### config.mk
export PLATFORM = sky130hd
export DESIGN_NAME = pixel_fetcher_flat
export DESIGN_NICKNAME = d
export VERILOG_FILES = /design/src/rtl/pixel_fetcher_if.sv /design/src/rtl/pixel_fetcher.sv /design/src/flat_wrapper.sv
export SDC_FILE = /design/constraint.sdc
export NUM_CORES = 1
export LEC_CHECK = 0
export ABC_AREA = 1
export CAP_MARGIN = 10
export CORE_ASPECT_RATIO = 0.7
export CORE_MARGIN = 1.5
export CORE_UTILIZATION = 45
export DETAILED_ROUTE_END_ITERATION = 10
export GPL_ROUTABILITY_DRIVEN = 1
export GPL_TIMING_DRIVEN = 1
export PLACE_DENSITY = 0.74
export SYNTH_ARGS = -nofsm -noshare
export SYNTH_HDL_FRONTEND = slang
export SYNTH_SLANG_ARGS = --single-unit
### constraint.sdc
create_clock -name clk -period 6 [get_ports clk]
set_clock_uncertainty 0.2 [all_clocks]
set_input_delay 0.9 -clock clk [delete_from_list [all_inputs] [get_ports clk]]
set_output_delay 0.9 -clock clk [all_outputs]
set_load 0.02 [all_outputs]
### src/rtl/pixel_fetcher_if.sv
// Bundle of the coordinate, RAM and pixel-stream signals around pixel_fetcher.
// The fetcher uses the slave view; the sweeper, RAM and consumer side uses master.
interface pixel_fetcher_if #(
    parameter int W_X    = 6,
    parameter int W_Y    = 6,
    parameter int ADDR_W = 12,
    parameter int DATA_W = 8
);
    logic              addr_valid;
    logic              addr_ready;
    logic [W_X-1:0]    x;
    logic [W_Y-1:0]    y;
    logic              mem_rd_en;
    logic [ADDR_W-1:0] mem_addr;
    logic [DATA_W-1:0] mem_rd_data;
    logic              pix_valid;
    logic              pix_ready;
    logic [DATA_W-1:0] pix_data;
    logic              pix_last;
    logic              oob_err;

    modport master (
        output addr_valid, x, y, mem_rd_data, pix_ready,
        input  addr_ready, mem_rd_en, mem_addr, pix_valid, pix_data, pix_last, oob_err
    );

    modport slave (
        input  addr_valid, x, y, mem_rd_data, pix_ready,
        output addr_ready, mem_rd_en, mem_addr, pix_valid, pix_data, pix_last, oob_err
    );
endinterface

### src/rtl/pixel_fetcher.sv
// Pixel fetcher: turns an (x,y) coordinate stream into an in-order pixel stream.
// Each accepted coordinate issues one RAM read; the returning word lands in a small
// FIFO. Coordinates are only accepted while FIFO entries plus the read in flight
// leave room, so back-pressure on the pixel side can never drop a returned word.
module pixel_fetcher #(
    parameter int IMG_WIDTH  = 41,
    parameter int IMG_HEIGHT = 50,
    parameter int SWEEP_X    = 25,
    parameter int SWEEP_Y    = 25,
    parameter int DATA_W     = 8,
    parameter int FIFO_DEPTH = 3
) (
    input logic           clk,
    input logic           rst,
    pixel_fetcher_if.slave bus
);
    localparam int W_X    = $clog2(IMG_WIDTH);
    localparam int W_Y    = $clog2(IMG_HEIGHT);
    localparam int ADDR_W = $clog2(IMG_WIDTH * IMG_HEIGHT);
    localparam int W_PIX  = $clog2(SWEEP_X * SWEEP_Y);
    localparam int PTR_W  = $clog2(FIFO_DEPTH);
    // Wide enough for a full FIFO plus one read in flight.
    localparam int CNT_W  = $clog2(FIFO_DEPTH + 2);

    localparam logic [W_X-1:0]    X_MAX      = W_X'(IMG_WIDTH - 1);
    localparam logic [W_Y-1:0]    Y_MAX      = W_Y'(IMG_HEIGHT - 1);
    localparam logic [ADDR_W-1:0] ROW_STRIDE = ADDR_W'(IMG_WIDTH);
    localparam logic [W_PIX-1:0]  LAST_CNT   = W_PIX'(SWEEP_X * SWEEP_Y - 1);
    localparam logic [PTR_W-1:0]  PTR_LAST   = PTR_W'(FIFO_DEPTH - 1);
    localparam logic [CNT_W-1:0]  DEPTH_C    = CNT_W'(FIFO_DEPTH);

    logic [DATA_W-1:0] fifo_mem [FIFO_DEPTH];
    logic [PTR_W-1:0]  rd_ptr_reg;
    logic [PTR_W-1:0]  wr_ptr_reg;
    logic [CNT_W-1:0]  fill_reg;
    logic [CNT_W-1:0]  fill_next;
    logic [CNT_W-1:0]  pending_next;
    logic              inflight_reg;
    logic              addr_ready_reg;
    logic              oob_reg;
    logic [W_PIX-1:0]  pix_cnt_reg;

    logic              accept;
    logic              push;
    logic              pop;
    logic              pix_valid_int;
    logic              at_last;
    logic              x_over;
    logic              y_over;
    logic [W_X-1:0]    xc;
    logic [W_Y-1:0]    yc;
    logic [ADDR_W-1:0] addr_calc;

    function automatic logic [PTR_W-1:0] ptr_inc(input logic [PTR_W-1:0] p);
        return (p == PTR_LAST) ? '0 : p + PTR_W'(1);
    endfunction

    // Handshakes: the accept side looks only at registered state.
    assign accept        = bus.addr_valid & addr_ready_reg;
    assign push          = inflight_reg;
    assign pix_valid_int = (fill_reg != '0);
    assign pop           = pix_valid_int & bus.pix_ready;
    assign at_last       = (pix_cnt_reg == LAST_CNT);

    // Coordinate clamping and address generation at full address width.
    assign x_over    = (bus.x > X_MAX);
    assign y_over    = (bus.y > Y_MAX);
    assign xc        = x_over ? X_MAX : bus.x;
    assign yc        = y_over ? Y_MAX : bus.y;
    assign addr_calc = ADDR_W'(yc) * ROW_STRIDE + ADDR_W'(xc);

    assign bus.mem_rd_en  = accept;
    assign bus.mem_addr   = accept ? addr_calc : '0;
    assign bus.addr_ready = addr_ready_reg;
    assign bus.pix_valid  = pix_valid_int;
    assign bus.pix_data   = pix_valid_int ? fifo_mem[rd_ptr_reg] : '0;
    assign bus.pix_last   = pix_valid_int & at_last;
    assign bus.oob_err    = oob_reg;

    // Next occupancy and the room check that decides next cycle's addr_ready.
    always_comb begin
        fill_next = fill_reg;
        if (push && !pop) begin
            fill_next = fill_reg + CNT_W'(1);
        end else if (!push && pop) begin
            fill_next = fill_reg - CNT_W'(1);
        end
        pending_next = fill_next + CNT_W'(accept);
    end

    // Control state: FIFO pointers, in-flight flag, window counter, sticky error.
    always_ff @(posedge clk or posedge rst) begin
        if (rst) begin
            rd_ptr_reg     <= '0;
            wr_ptr_reg     <= '0;
            fill_reg       <= '0;
            inflight_reg   <= 1'b0;
            addr_ready_reg <= 1'b0;
            oob_reg        <= 1'b0;
            pix_cnt_reg    <= '0;
        end else begin
            fill_reg       <= fill_next;
            inflight_reg   <= accept;
            addr_ready_reg <= (pending_next < DEPTH_C);
            if (push) begin
                wr_ptr_reg <= ptr_inc(wr_ptr_reg);
            end
            if (pop) begin
                rd_ptr_reg  <= ptr_inc(rd_ptr_reg);
                pix_cnt_reg <= at_last ? '0 : pix_cnt_reg + W_PIX'(1);
            end
            if (accept && (x_over || y_over)) begin
                oob_reg <= 1'b1;
            end
        end
    end

    // FIFO storage: returned RAM word goes to the tail the cycle after the read.
    always_ff @(posedge clk) begin
        if (push) begin
            fifo_mem[wr_ptr_reg] <= bus.mem_rd_data;
        end
    end
endmodule

### src/flat_wrapper.sv
// flat-port wrapper written by rule: the top's interface ports become plain ports
module pixel_fetcher_flat 
#(
    parameter int IMG_WIDTH  = 41,
    parameter int IMG_HEIGHT = 50,
    parameter int SWEEP_X    = 25,
    parameter int SWEEP_Y    = 25,
    parameter int DATA_W     = 8,
    parameter int FIFO_DEPTH = 3
)
  (clk, rst, bus_addr_valid, bus_x, bus_y, bus_mem_rd_data, bus_pix_ready, bus_addr_ready, bus_mem_rd_en, bus_mem_addr, bus_pix_valid, bus_pix_data, bus_pix_last, bus_oob_err);
  pixel_fetcher_if #(.W_X(($clog2(IMG_WIDTH))), .W_Y(($clog2(IMG_HEIGHT))), .ADDR_W(($clog2(IMG_WIDTH * IMG_HEIGHT))), .DATA_W(DATA_W)) bus_i ();
  input logic clk;
  input logic rst;
  input wire logic [$bits(bus_i.addr_valid)-1:0] bus_addr_valid;
  input wire logic [$bits(bus_i.x)-1:0] bus_x;
  input wire logic [$bits(bus_i.y)-1:0] bus_y;
  input wire logic [$bits(bus_i.mem_rd_data)-1:0] bus_mem_rd_data;
  input wire logic [$bits(bus_i.pix_ready)-1:0] bus_pix_ready;
  output wire logic [$bits(bus_i.addr_ready)-1:0] bus_addr_ready;
  output wire logic [$bits(bus_i.mem_rd_en)-1:0] bus_mem_rd_en;
  output wire logic [$bits(bus_i.mem_addr)-1:0] bus_mem_addr;
  output wire logic [$bits(bus_i.pix_valid)-1:0] bus_pix_valid;
  output wire logic [$bits(bus_i.pix_data)-1:0] bus_pix_data;
  output wire logic [$bits(bus_i.pix_last)-1:0] bus_pix_last;
  output wire logic [$bits(bus_i.oob_err)-1:0] bus_oob_err;
  assign bus_i.addr_valid = bus_addr_valid;
  assign bus_i.x = bus_x;
  assign bus_i.y = bus_y;
  assign bus_i.mem_rd_data = bus_mem_rd_data;
  assign bus_i.pix_ready = bus_pix_ready;
  assign bus_addr_ready = bus_i.addr_ready;
  assign bus_mem_rd_en = bus_i.mem_rd_en;
  assign bus_mem_addr = bus_i.mem_addr;
  assign bus_pix_valid = bus_i.pix_valid;
  assign bus_pix_data = bus_i.pix_data;
  assign bus_pix_last = bus_i.pix_last;
  assign bus_oob_err = bus_i.oob_err;
  pixel_fetcher #(.IMG_WIDTH(IMG_WIDTH), .IMG_HEIGHT(IMG_HEIGHT), .SWEEP_X(SWEEP_X), .SWEEP_Y(SWEEP_Y), .DATA_W(DATA_W), .FIFO_DEPTH(FIFO_DEPTH)) u_core (.clk(clk), .rst(rst), .bus(bus_i));
endmodule
==> impl_metrics.csv, run 1 <==
group,metric,value,unit
power,p_seq_frac,0.327,
timing,max_freq,0.174,GHz
clocking,clk_latency,0.30,ns
min_path,hold_end,"u_core.wr_ptr_reg[0]",
global_route,antenna_found_initial,0,
die,dieArea,0.00756,sq mm
detailed_routing,wire_per_inst,12.7,microns
timing,slew_viol_final,0,
timing,slew_headroom,0.495,
global_route,grt_pass1_wl,11900,microns
detailed_routing,drc_errors,0,
power,clkPwrFrac,0.164,
min_path,holdPathStages,1,
timing,rsz0062_at_grt,"no",
layout,area_growth,25.2,%
synth,ys_seq_area_frac,0.385,
clocking,cts-htree-levels,2,
detailed_routing,drtIter0Drc,235,
synth,synth-seq-cells,44,
layout,mostFrequentLayoutCell,"nand2_1",
die,chipWidth,103,microns
power,netSwitchingFraction,0.428,
critical_path,path_buf_inv,6,
layout,final_cell_mix,"88 x nand2_1, 64 x inv_1, 49 x nor2_1",
clocking,post_cts_buffers,0,
job,cap_viol_max_count,0,
min_path,min_from,"u_core.inflight_reg",
global_route,grt-ovfl-total,0,
critical_path,cp-end-kind,"output pin",
critical_path,slowest_delay,0.42,ns
power,p_leak,2.01,nW
detailed_routing,dr_wl_met3,409,microns
timing,finalSetupViolCount,0,
critical_path,cpMaxStageDelayCell,"clkdlybuf4s50_1",
die,start_util,0.467,
layout,nets,527,
detailed_routing,routed_wl,7050,microns
detailed_routing,met1Wirelength,3530,microns
timing,worst_pin_slew,0.756,ns
critical_path,cp.required,4.90,ns
detailed_routing,wl_met2,3080,microns
critical_path,criticalPathCategory,"in -> out",
detailed_routing,firstDrtPassIters,5,
die,ios,49,
clocking,cts.path.max_buffers,2,
critical_path,reg2reg_from,"u_core.fill_reg[0]",
critical_path,worstReg2RegEnd,"u_core.bus.addr_ready",
place,io_buffer_count,48,
synth,synthCells,397,
place,dpl.cell_count,547,
critical_path,cp_top_family,"adder cells",
layout,finalNonFillerCells,556,
critical_path,startpoint_type,"input pin",
global_route,grt_pass1_vias,2567,
synth,ys.flop_type,"edfxtp_1",
critical_path,cp.arrival,4.65,ns
synth,syn-cell-area,0.00317,sq mm
min_path,min_path_type,"reg -> reg",
synth,synth_cell_types,33,
place,gp_congestion,0.922,
critical_path,rrSetupSlack,3.45,ns
clocking,postCtsHoldBufs,0,
timing,fin_crit,5.75,ns
detailed_routing,via_per_inst,4.97,
power,switchingPower,0.000612,W
synth,yosysTopAreaCell,"edfxtp_1",
detailed_routing,top_layer_used,"met4",
global_route,grt_max_degree,21,
clocking,cts_root_buf,"clkbuf_8",
status,status,"finished, final reports clean",
clocking,clk_pin_slew,0.08,ns
power,vdd_drop_max,0.225,mV
synth,synth_top_area_frac,0.227,
synth,synth_edf_count,24,
synth,synth_warnings,0,
critical_path,path_cells,"clkdlybuf4s50_1 > inv_1 > nand2_1 > o21ai_2 > inv_1 > or2_2 > ha_1 > ha_1 > ha_1 > inv_1 > fa_1 > inv_1 > ha_1 > a21oi_1 > o21ai_0 > nand2_1 > nand2_1 > nor2_1 > clkdlybuf4s15_1",
synth,synth_area_leaders,"edfxtp_1 23%, dfrtp_1 16%, ha_1 15%",
die,fp.dieH,73.2,microns
power,internal_power,0.000818,W
power,pwr-share-comb,0.509,
critical_path,path_max_fanout,4,
global_route,gr-usage-all-layers,0.205,
synth,avgSynthCellArea,7.98,sq um
detailed_routing,vias,2763,
die,core_area,0.00679,sq mm
place,hpwl,5480,microns
synth,syn-num-nets,463,
timing,fin_crit_sh,0.958,
detailed_routing,drt.antenna.violating_nets,0,
clocking,numCtsBuffers,5,
timing,finalHoldViolCount,0,
die,core.rowCount,25,
layout,drive_gt1_frac,0.0909,
clocking,cts.sink_count,44,
clocking,cts_tree,"yes",
timing,whs,0.268,ns
critical_path,reg2reg_depth,11,
synth,async_reset_ff_frac,0.455,
layout,fillers,635,
power,p_per_area,360,mW/mm^2
layout,largest_reg_flops,24,
layout,antenna_cells,0,
-- Yosys cell counts, types with 2 or more instances --
library cell	instances
a21oi_1	9
buf_2	2
clkbuf_1	3
clkinv_1	2
dfrtp_1	20
edfxtp_1	24
fa_1	3
ha_1	39
inv_1	64
inv_2	3
nand2_1	89
nand3_1	37
nand4_1	4
nor2_1	49
nor2_2	2
nor3_1	9
nor3_2	2
o21ai_0	5
o21ai_1	5
o21bai_1	5
xnor2_1	4
xor2_1	6
-- repair_timing --
action / in CTS / in global routing
setup endpoints to repair: 6 / 7
cloned: 0 / 0
gates resized for setup: 6 / 15
pin swaps: 0 / 0
-- worst max path at each step --
stage | to | depth (start not counted) | slack [ns] | startpoint
2_1_floorplan | bus_mem_addr[10] | 19 | 0.84 | bus_y[3]
3_3_place_gp | bus_mem_addr[10] | 21 | -0.05 | bus_y[1]
3_5_place_dp | bus_mem_addr[10] | 21 | -0.23 | bus_y[1]
4_1_cts | bus_mem_addr[8] | 21 | 0.03 | bus_y[1]
5_1_grt | bus_mem_addr[7] | 19 | 0.04 | bus_y[3]
6_report | bus_mem_addr[7] | 19 | 0.25 | bus_y[1]
-- cells by family (layout without fill, tap and decap cells) --
logic type / count (synthesis) / count (layout) / share of synthesized area
AND/OR/NAND/NOR: 196 / 196 / 0.263
buffers and inverters: 75 / 140 / 0.0920
flip-flops: 44 / 44 / 0.385
adder cells (fa/ha/maj): 42 / 42 / 0.173
AO/OA/AOI/OAI: 30 / 30 / 0.0585
XOR/XNOR: 10 / 10 / 0.0276
-- power groups by stage --
stage / clock network, W / logic [W] / registers (W)
floorplan: 0 / 0.000490 / 0.000445
global placement: 0 / 0.000697 / 0.000469
detailed placement: 0 / 0.000718 / 0.000472
CTS: 0.000237 / 0.000721 / 0.000467
global route: 0.000251 / 0.000821 / 0.000480
finish: 0.000234 / 0.000728 / 0.000468
-- metrics by stage --
step                setup TNS (ns)  total power (W)  area [sq um]  worst slack, ns  utilization
global placement            -0.122          0.00117          3840          -0.0496        0.566
global route                     0          0.00155          3970           0.0448        0.584
floorplan                        0         0.000935          3170            0.837            -
detailed placement          -0.986          0.00119          3840           -0.232        0.566
CTS                              0          0.00143          3950           0.0287        0.581
finish                           0          0.00143          3970            0.253        0.584
-- final cells by class --
type | count | area [sq um] | area share
multi-input combinational | 278 | 1680 | 0.423
timing repair buffer | 63 | 576 | 0.145
tap | 94 | 118 | 0.0297
sequential | 44 | 1220 | 0.308
inverter | 69 | 259 | 0.0653
clock buffer | 5 | 68.8 | 0.0174
clock inverter | 3 | 46.3 | 0.0117
-- layer usage --
layer | vias up | track usage
li1 | 1405 | -
met1 | 1274 | 0.304
met2 | 77 | 0.317
met3 | 7 | 0.0402
met4 | 0 | 0.0300
met5 | - | 0
Power figures use the tool's default switching activity.
==> run 2, diff against run 1 <==
- REMOVE_ABC_BUFFERS: not set -> 1
==> run 2 against run 1 <==
  * Worst hold slack better by 0.022 ns
  * Utilization up 0.53 points
  * Die area unchanged
  * Flip-flop and latch count unchanged
  * Non-clock buffer count up 3
  * First-iteration DRC count down 28%
  * Design area up 0.91%
  * Wire length about the same
  * Largest cell class unchanged
  * Largest power group unchanged
==> impl_metrics.csv, run 2 (synthesized netlist as in run 1, its figures left out) <==
group,metric,value,unit
layout,nets,530,
place,io_buffer_count,48,
layout,multiInputGateArea,0.00168,sq mm
layout,area_growth,26.3,%
detailed_routing,drc_errors,0,
critical_path,startpoint_type,"input pin",
power,clkPwrFrac,0.164,
critical_path,worstReg2RegEnd,"u_core.bus.addr_ready",
clocking,numCtsBuffers,5,
detailed_routing,firstDrtPassIters,4,
timing,fin_ws,0.237,ns
detailed_routing,vias,2790,
layout,largest_reg_flops,24,
global_route,grt_pass1_wl,11800,microns
clocking,cts_root_buf,"clkbuf_8",
critical_path,reg2reg_from,"u_core.fill_reg[0]",
timing,slew_headroom,0.483,
clocking,cts_tree,"yes",
clocking,clk_latency,0.30,ns
critical_path,cp.arrival,4.66,ns
power,p_total,0.00143,W
critical_path,path_cells,"clkdlybuf4s50_1 > inv_1 > nand2_1 > o21ai_2 > inv_1 > or2_2 > ha_1 > ha_1 > ha_1 > inv_1 > fa_1 > inv_1 > ha_4 > nand2_1 > inv_1 > buf_4 > nand4_1 > nand3_1 > nand2_1 > nor2_1 > dlygate4sd2_1",
layout,mostFrequentLayoutCell,"nand2_1",
clocking,cts.sink_count,44,
job,cap_viol_max_count,0,
global_route,grt_pass1_vias,2622,
global_route,antenna_found_initial,0,
clocking,cts-htree-levels,2,
critical_path,slowest_delay,0.53,ns
place,hpwl,5590,microns
die,chipWidth,103,microns
global_route,gr-usage-all-layers,0.203,
critical_path,cpMaxStageDelayCell,"fa_1",
die,start_util,0.467,
die,ios,49,
power,pwr-share-comb,0.511,
detailed_routing,routed_wl,7050,microns
die,dieArea,0.00756,sq mm
die,core_area,0.00679,sq mm
global_route,grt-ovfl-total,0,
timing,max_freq,0.174,GHz
detailed_routing,wire_per_inst,12.6,microns
layout,fillers,630,
layout,final-seq-area,0.00122,sq mm
critical_path,cp.required,4.90,ns
power,p_seq_frac,0.326,
timing,finalHoldViolCount,0,
critical_path,path_max_fanout,4,
layout,finalNonFillerCells,559,
clocking,clk_pin_slew,0.08,ns
clocking,postCtsHoldBufs,0,
die,fp.dieH,73.2,microns
layout,final_cell_mix,"89 x nand2_1, 64 x inv_1, 49 x nor2_1",
clocking,cts.path.max_buffers,2,
power,switchingPower,0.000612,W
timing,finalSetupTns,0,ns
critical_path,cp-end-kind,"output pin",
critical_path,rrSetupSlack,3.42,ns
place,gp_congestion,0.910,
min_path,hold_end,"u_core.wr_ptr_reg[0]",
timing,finalSetupViolCount,0,
detailed_routing,drtIter0Drc,170,
timing,worst_pin_slew,0.774,ns
power,vdd_drop_max,0.215,mV
status,status,"finished, final reports clean",
die,core.rowCount,25,
critical_path,cpMostUsedCell,"inv_1",
layout,antenna_cells,0,
place,dpl.cell_count,551,
timing,fin_crit,5.76,ns
detailed_routing,drt.antenna.violating_nets,0,
global_route,grt_max_degree,21,
critical_path,reg2reg_depth,11,
place,place_ws,-0.176,ns
timing,slew_viol_final,0,
layout,final_core_util,0.590,
min_path,holdPathStages,1,
power,internal_power,0.000821,W
min_path,min_from,"u_core.inflight_reg",
power,netSwitchingFraction,0.427,
power,p_leak,2.03,nW
power,p_per_area,358,mW/mm^2
detailed_routing,via_per_inst,4.99,
timing,fin_crit_sh,0.961,
critical_path,criticalPathCategory,"in -> out",
min_path,min_path_type,"reg -> reg",
layout,drive_gt1_frac,0.0860,
-- run 2: cell types whose count changed in the layout (fill, tap and decap cells not counted), sizes merged --
cell / change
buf: +4
clkbuf: -5
dlygate4sd2: +3
clkdlybuf4s50: +1
-- run 2: metal layers --
layer	vias to the layer above	GRT usage	part of all wire
met3	6	0.0441	0.049
met1	1295	0.295	0.50
met5	-	0	0
met2	73	0.309	0.44
li1	1416	-	-
met4	0	0.0511	0.0068
-- run 2: power by group through the flow --
| stage | Clock, W | Sequential [W] | Combinational [W] |
|---|---|---|---|
| after floorplan | 0 | 0.000457 | 0.000469 |
| after global placement | 0 | 0.000468 | 0.000700 |
| after CTS | 0.000237 | 0.000465 | 0.000724 |
| after detailed placement | 0 | 0.000471 | 0.000723 |
| after global routing | 0.000250 | 0.000478 | 0.000819 |
| final | 0.000234 | 0.000466 | 0.000732 |
-- run 2: worst max-delay path: cells and delay by family --
kind | cells | cell delay, ns
fa+ha+maj | 5 | 1.64
buf+inv | 8 | 1.18
simple gates | 7 | 0.81
compound gates | 1 | 0.13
-- run 2: cell type report --
cell class              instances  area share
well taps                      94      0.0294
clock buffers                   5      0.0172
multi-input cells             278       0.419
inverters                      69      0.0647
repair buffers                 66       0.153
clock inverters                 3      0.0116
flip-flops and latches         44       0.305
-- run 2: metrics by stage --
step	area (sq um)	hold slack (ns)
2_1_floorplan	3140	0.239
3_5_place_dp	3870	0.273
5_1_grt	4000	0.308
6_report	4000	0.290
3_3_place_gp	3870	0.254
4_1_cts	3980	0.284
-- run 2: repair_timing --
item,4_1_cts,5_1_grt
setup buffers,0,0
endpoints found under the setup margin,5,7
pin swaps,0,1
hold endpoints to repair,0,0
gates resized for setup,5,6
-- run 2: worst max path at each step --
stage | start | depth (start not counted) | slack (ns) | endpoint
finish | bus_y[1] | 21 | 0.24 | bus_mem_addr[8]
global route | bus_y[3] | 21 | -0.02 | bus_mem_addr[8]
CTS | bus_y[1] | 20 | 0.01 | bus_mem_addr[9]
detailed placement | bus_y[1] | 20 | -0.18 | bus_mem_addr[8]
global placement | bus_y[1] | 21 | -0.04 | bus_mem_addr[10]
floorplan | bus_y[3] | 19 | 0.84 | bus_mem_addr[10]
==> run 3, diff against run 2 <==
- DONT_BUFFER_PORTS: not set -> 1
- PLACE_DENSITY: 0.74 -> 0.65
==> run 3 against run 2 <==
  * Via count down 12%
  * Fmax up 5.4%
  * Critical path type unchanged
  * Combinational power down 22%
==> impl_metrics.csv, run 3 (synthesized netlist as in run 1, its figures left out) <==
group,metric,value,unit
clocking,cts-resized-gates,0,
clocking,clk_latency,0.30,ns
timing,finalSetupTns,0,ns
critical_path,cp.required,4.90,ns
detailed_routing,wire_per_inst,12.4,microns
timing,max_freq,0.183,GHz
detailed_routing,drtIter0Drc,171,
clocking,cts_tree,"yes",
die,chipWidth,103,microns
timing,finalSetupViolCount,0,
critical_path,cp-end-kind,"output pin",
clocking,post_cts_buffers,0,
global_route,gr-usage-all-layers,0.184,
place,io_buffer_count,0,
layout,fillers,658,
power,clkPwrFrac,0.178,
status,status,"finished, final reports clean",
critical_path,rrSetupSlack,3.37,ns
place,hpwl,4900,microns
timing,slew_viol_final,0,
detailed_routing,drc_errors,0,
timing,fin_crit,5.47,ns
detailed_routing,drt.antenna.violating_nets,0,
critical_path,criticalPathCategory,"in -> out",
min_path,min_from,"u_core.inflight_reg",
power,netSwitchingFraction,0.448,
critical_path,startpoint_type,"input pin",
layout,final_core_util,0.500,
global_route,grt_pass1_wl,10700,microns
die,dieArea,0.00756,sq mm
job,cap_viol_max_count,0,
die,core_area,0.00679,sq mm
clocking,clk_pin_slew,0.08,ns
layout,antenna_cells,0,
power,p_per_area,374,mW/mm^2
timing,slew_headroom,0.475,
global_route,antenna_found_initial,0,
power,pwr-share-comb,0.448,
power,vdd_drop_max,0.244,mV
critical_path,reg2reg_from,"u_core.fill_reg[0]",
detailed_routing,via_per_inst,4.97,
clocking,cts-htree-levels,2,
layout,area_growth,7.07,%
power,p_leak,1.75,nW
global_route,grt_max_degree,21,
timing,rsz0062_at_grt,"no",
clocking,numCtsBuffers,5,
place,gp_congestion,0.899,
global_route,grt-ovfl-total,0,
power,switchingPower,0.000569,W
critical_path,crit_start,"bus_y[3]",
power,p_seq_frac,0.373,
die,start_util,0.467,
timing,worst_pin_slew,0.786,ns
detailed_routing,firstDrtPassIters,5,
layout,mostFrequentLayoutCell,"nand2_1",
min_path,min_path_type,"reg -> reg",
min_path,holdPathStages,1,
clocking,cts.sink_count,44,
critical_path,reg2reg_depth,11,
clocking,postCtsHoldBufs,0,
die,fp.dieH,73.2,microns
global_route,grt_pass1_vias,2345,
clocking,cts_root_buf,"clkbuf_8",
layout,largest_reg_flops,24,
detailed_routing,vias,2467,
power,internal_power,0.000699,W
layout,final_cell_mix,"89 x nand2_1, 64 x inv_1, 49 x nor2_1",
timing,finalHoldViolCount,0,
die,core.rowCount,25,
critical_path,path_max_fanout,4,
detailed_routing,routed_wl,6170,microns
die,ios,49,
layout,nets,467,
clocking,cts.path.max_buffers,2,
critical_path,cp.arrival,4.37,ns
timing,fin_crit_sh,0.911,
layout,drive_gt1_frac,0.0547,
-- run 3: cell count changes in the layout (fill, tap and decap cells not counted), sizes merged --
cell           change
buf               -15
clkdlybuf4s15      -2
clkdlybuf4s50     -42
clkinv             +2
clkinvlp           -1
dlygate4sd2        -3
dlymetal6s2s       -1
inv                -1
-- run 3: metrics by stage --
step | instances | hold WS (ns) | power (W) | setup WS [ns] | cell area (sq um)
floorplan | 391 | 0.239 | 0.000926 | 0.837 | 3140
CTS | 496 | 0.286 | 0.00128 | 0.547 | 3390
finish | 496 | 0.281 | 0.00127 | 0.532 | 3390
global route | 496 | 0.302 | 0.00139 | 0.237 | 3390
detailed placement | 488 | 0.271 | 0.00105 | 0.561 | 3280
global placement | 488 | 0.262 | 0.00104 | 0.645 | 3280
-- run 3: power groups by stage --
stage / registers (W) / logic, W / clock network, W
3_5_place_dp: 0.000479 / 0.000568 / 0
6_report: 0.000473 / 0.000569 / 0.000226
5_1_grt: 0.000488 / 0.000657 / 0.000246
3_3_place_gp: 0.000476 / 0.000560 / 0
4_1_cts: 0.000473 / 0.000572 / 0.000234
2_1_floorplan: 0.000457 / 0.000469 / 0
-- run 3: cell type report --
| class | instances | area [sq um] | area share |
|---|---|---|---|
| Multi-Input combinational cell | 278 | 1660 | 0.488 |
| Sequential cell | 44 | 1220 | 0.360 |
| Inverter | 69 | 259 | 0.0764 |
| Tap cell | 94 | 118 | 0.0347 |
| Clock buffer | 5 | 68.8 | 0.0203 |
| Clock inverter | 3 | 47.5 | 0.0140 |
| Timing Repair Buffer | 3 | 22.5 | 0.00664 |
-- run 3: worst max-delay path, stage by stage --
cell	delay, ns
inv_1	0.05
nand2_1	0.06
o21ai_1	0.15
inv_1	0.10
or2_2	0.33
ha_1	0.29
ha_1	0.28
ha_1	0.28
inv_1	0.05
fa_1	0.52
inv_1	0.04
ha_1	0.35
a21oi_1	0.27
nand2_1	0.08
nand2_1	0.06
nand3_1	0.12
nand2_1	0.09
nand2_1	0.04
nor2_1	0.31
-- run 3: final timing paths --
kind,end
worst max-delay path,bus_mem_addr[10]
worst min-delay path,u_core.wr_ptr_reg[0]
worst max register to register,u_core.bus.addr_ready
worst min register to register,u_core.wr_ptr_reg[0]
max in group asynchronous,u_core.wr_ptr_reg[0]
min in group asynchronous,u_core.fill_reg[2]
-- run 3: routing by layer --
| metal | GRT usage | vias to the layer above | part of all wire |
|---|---|---|---|
| li1 | - | 1286 | - |
| met1 | 0.274 | 1109 | 0.51 |
| met2 | 0.264 | 66 | 0.41 |
| met3 | 0.0546 | 6 | 0.071 |
| met4 | 0.0405 | 0 | 0.0067 |
| met5 | 0 | - | 0 |
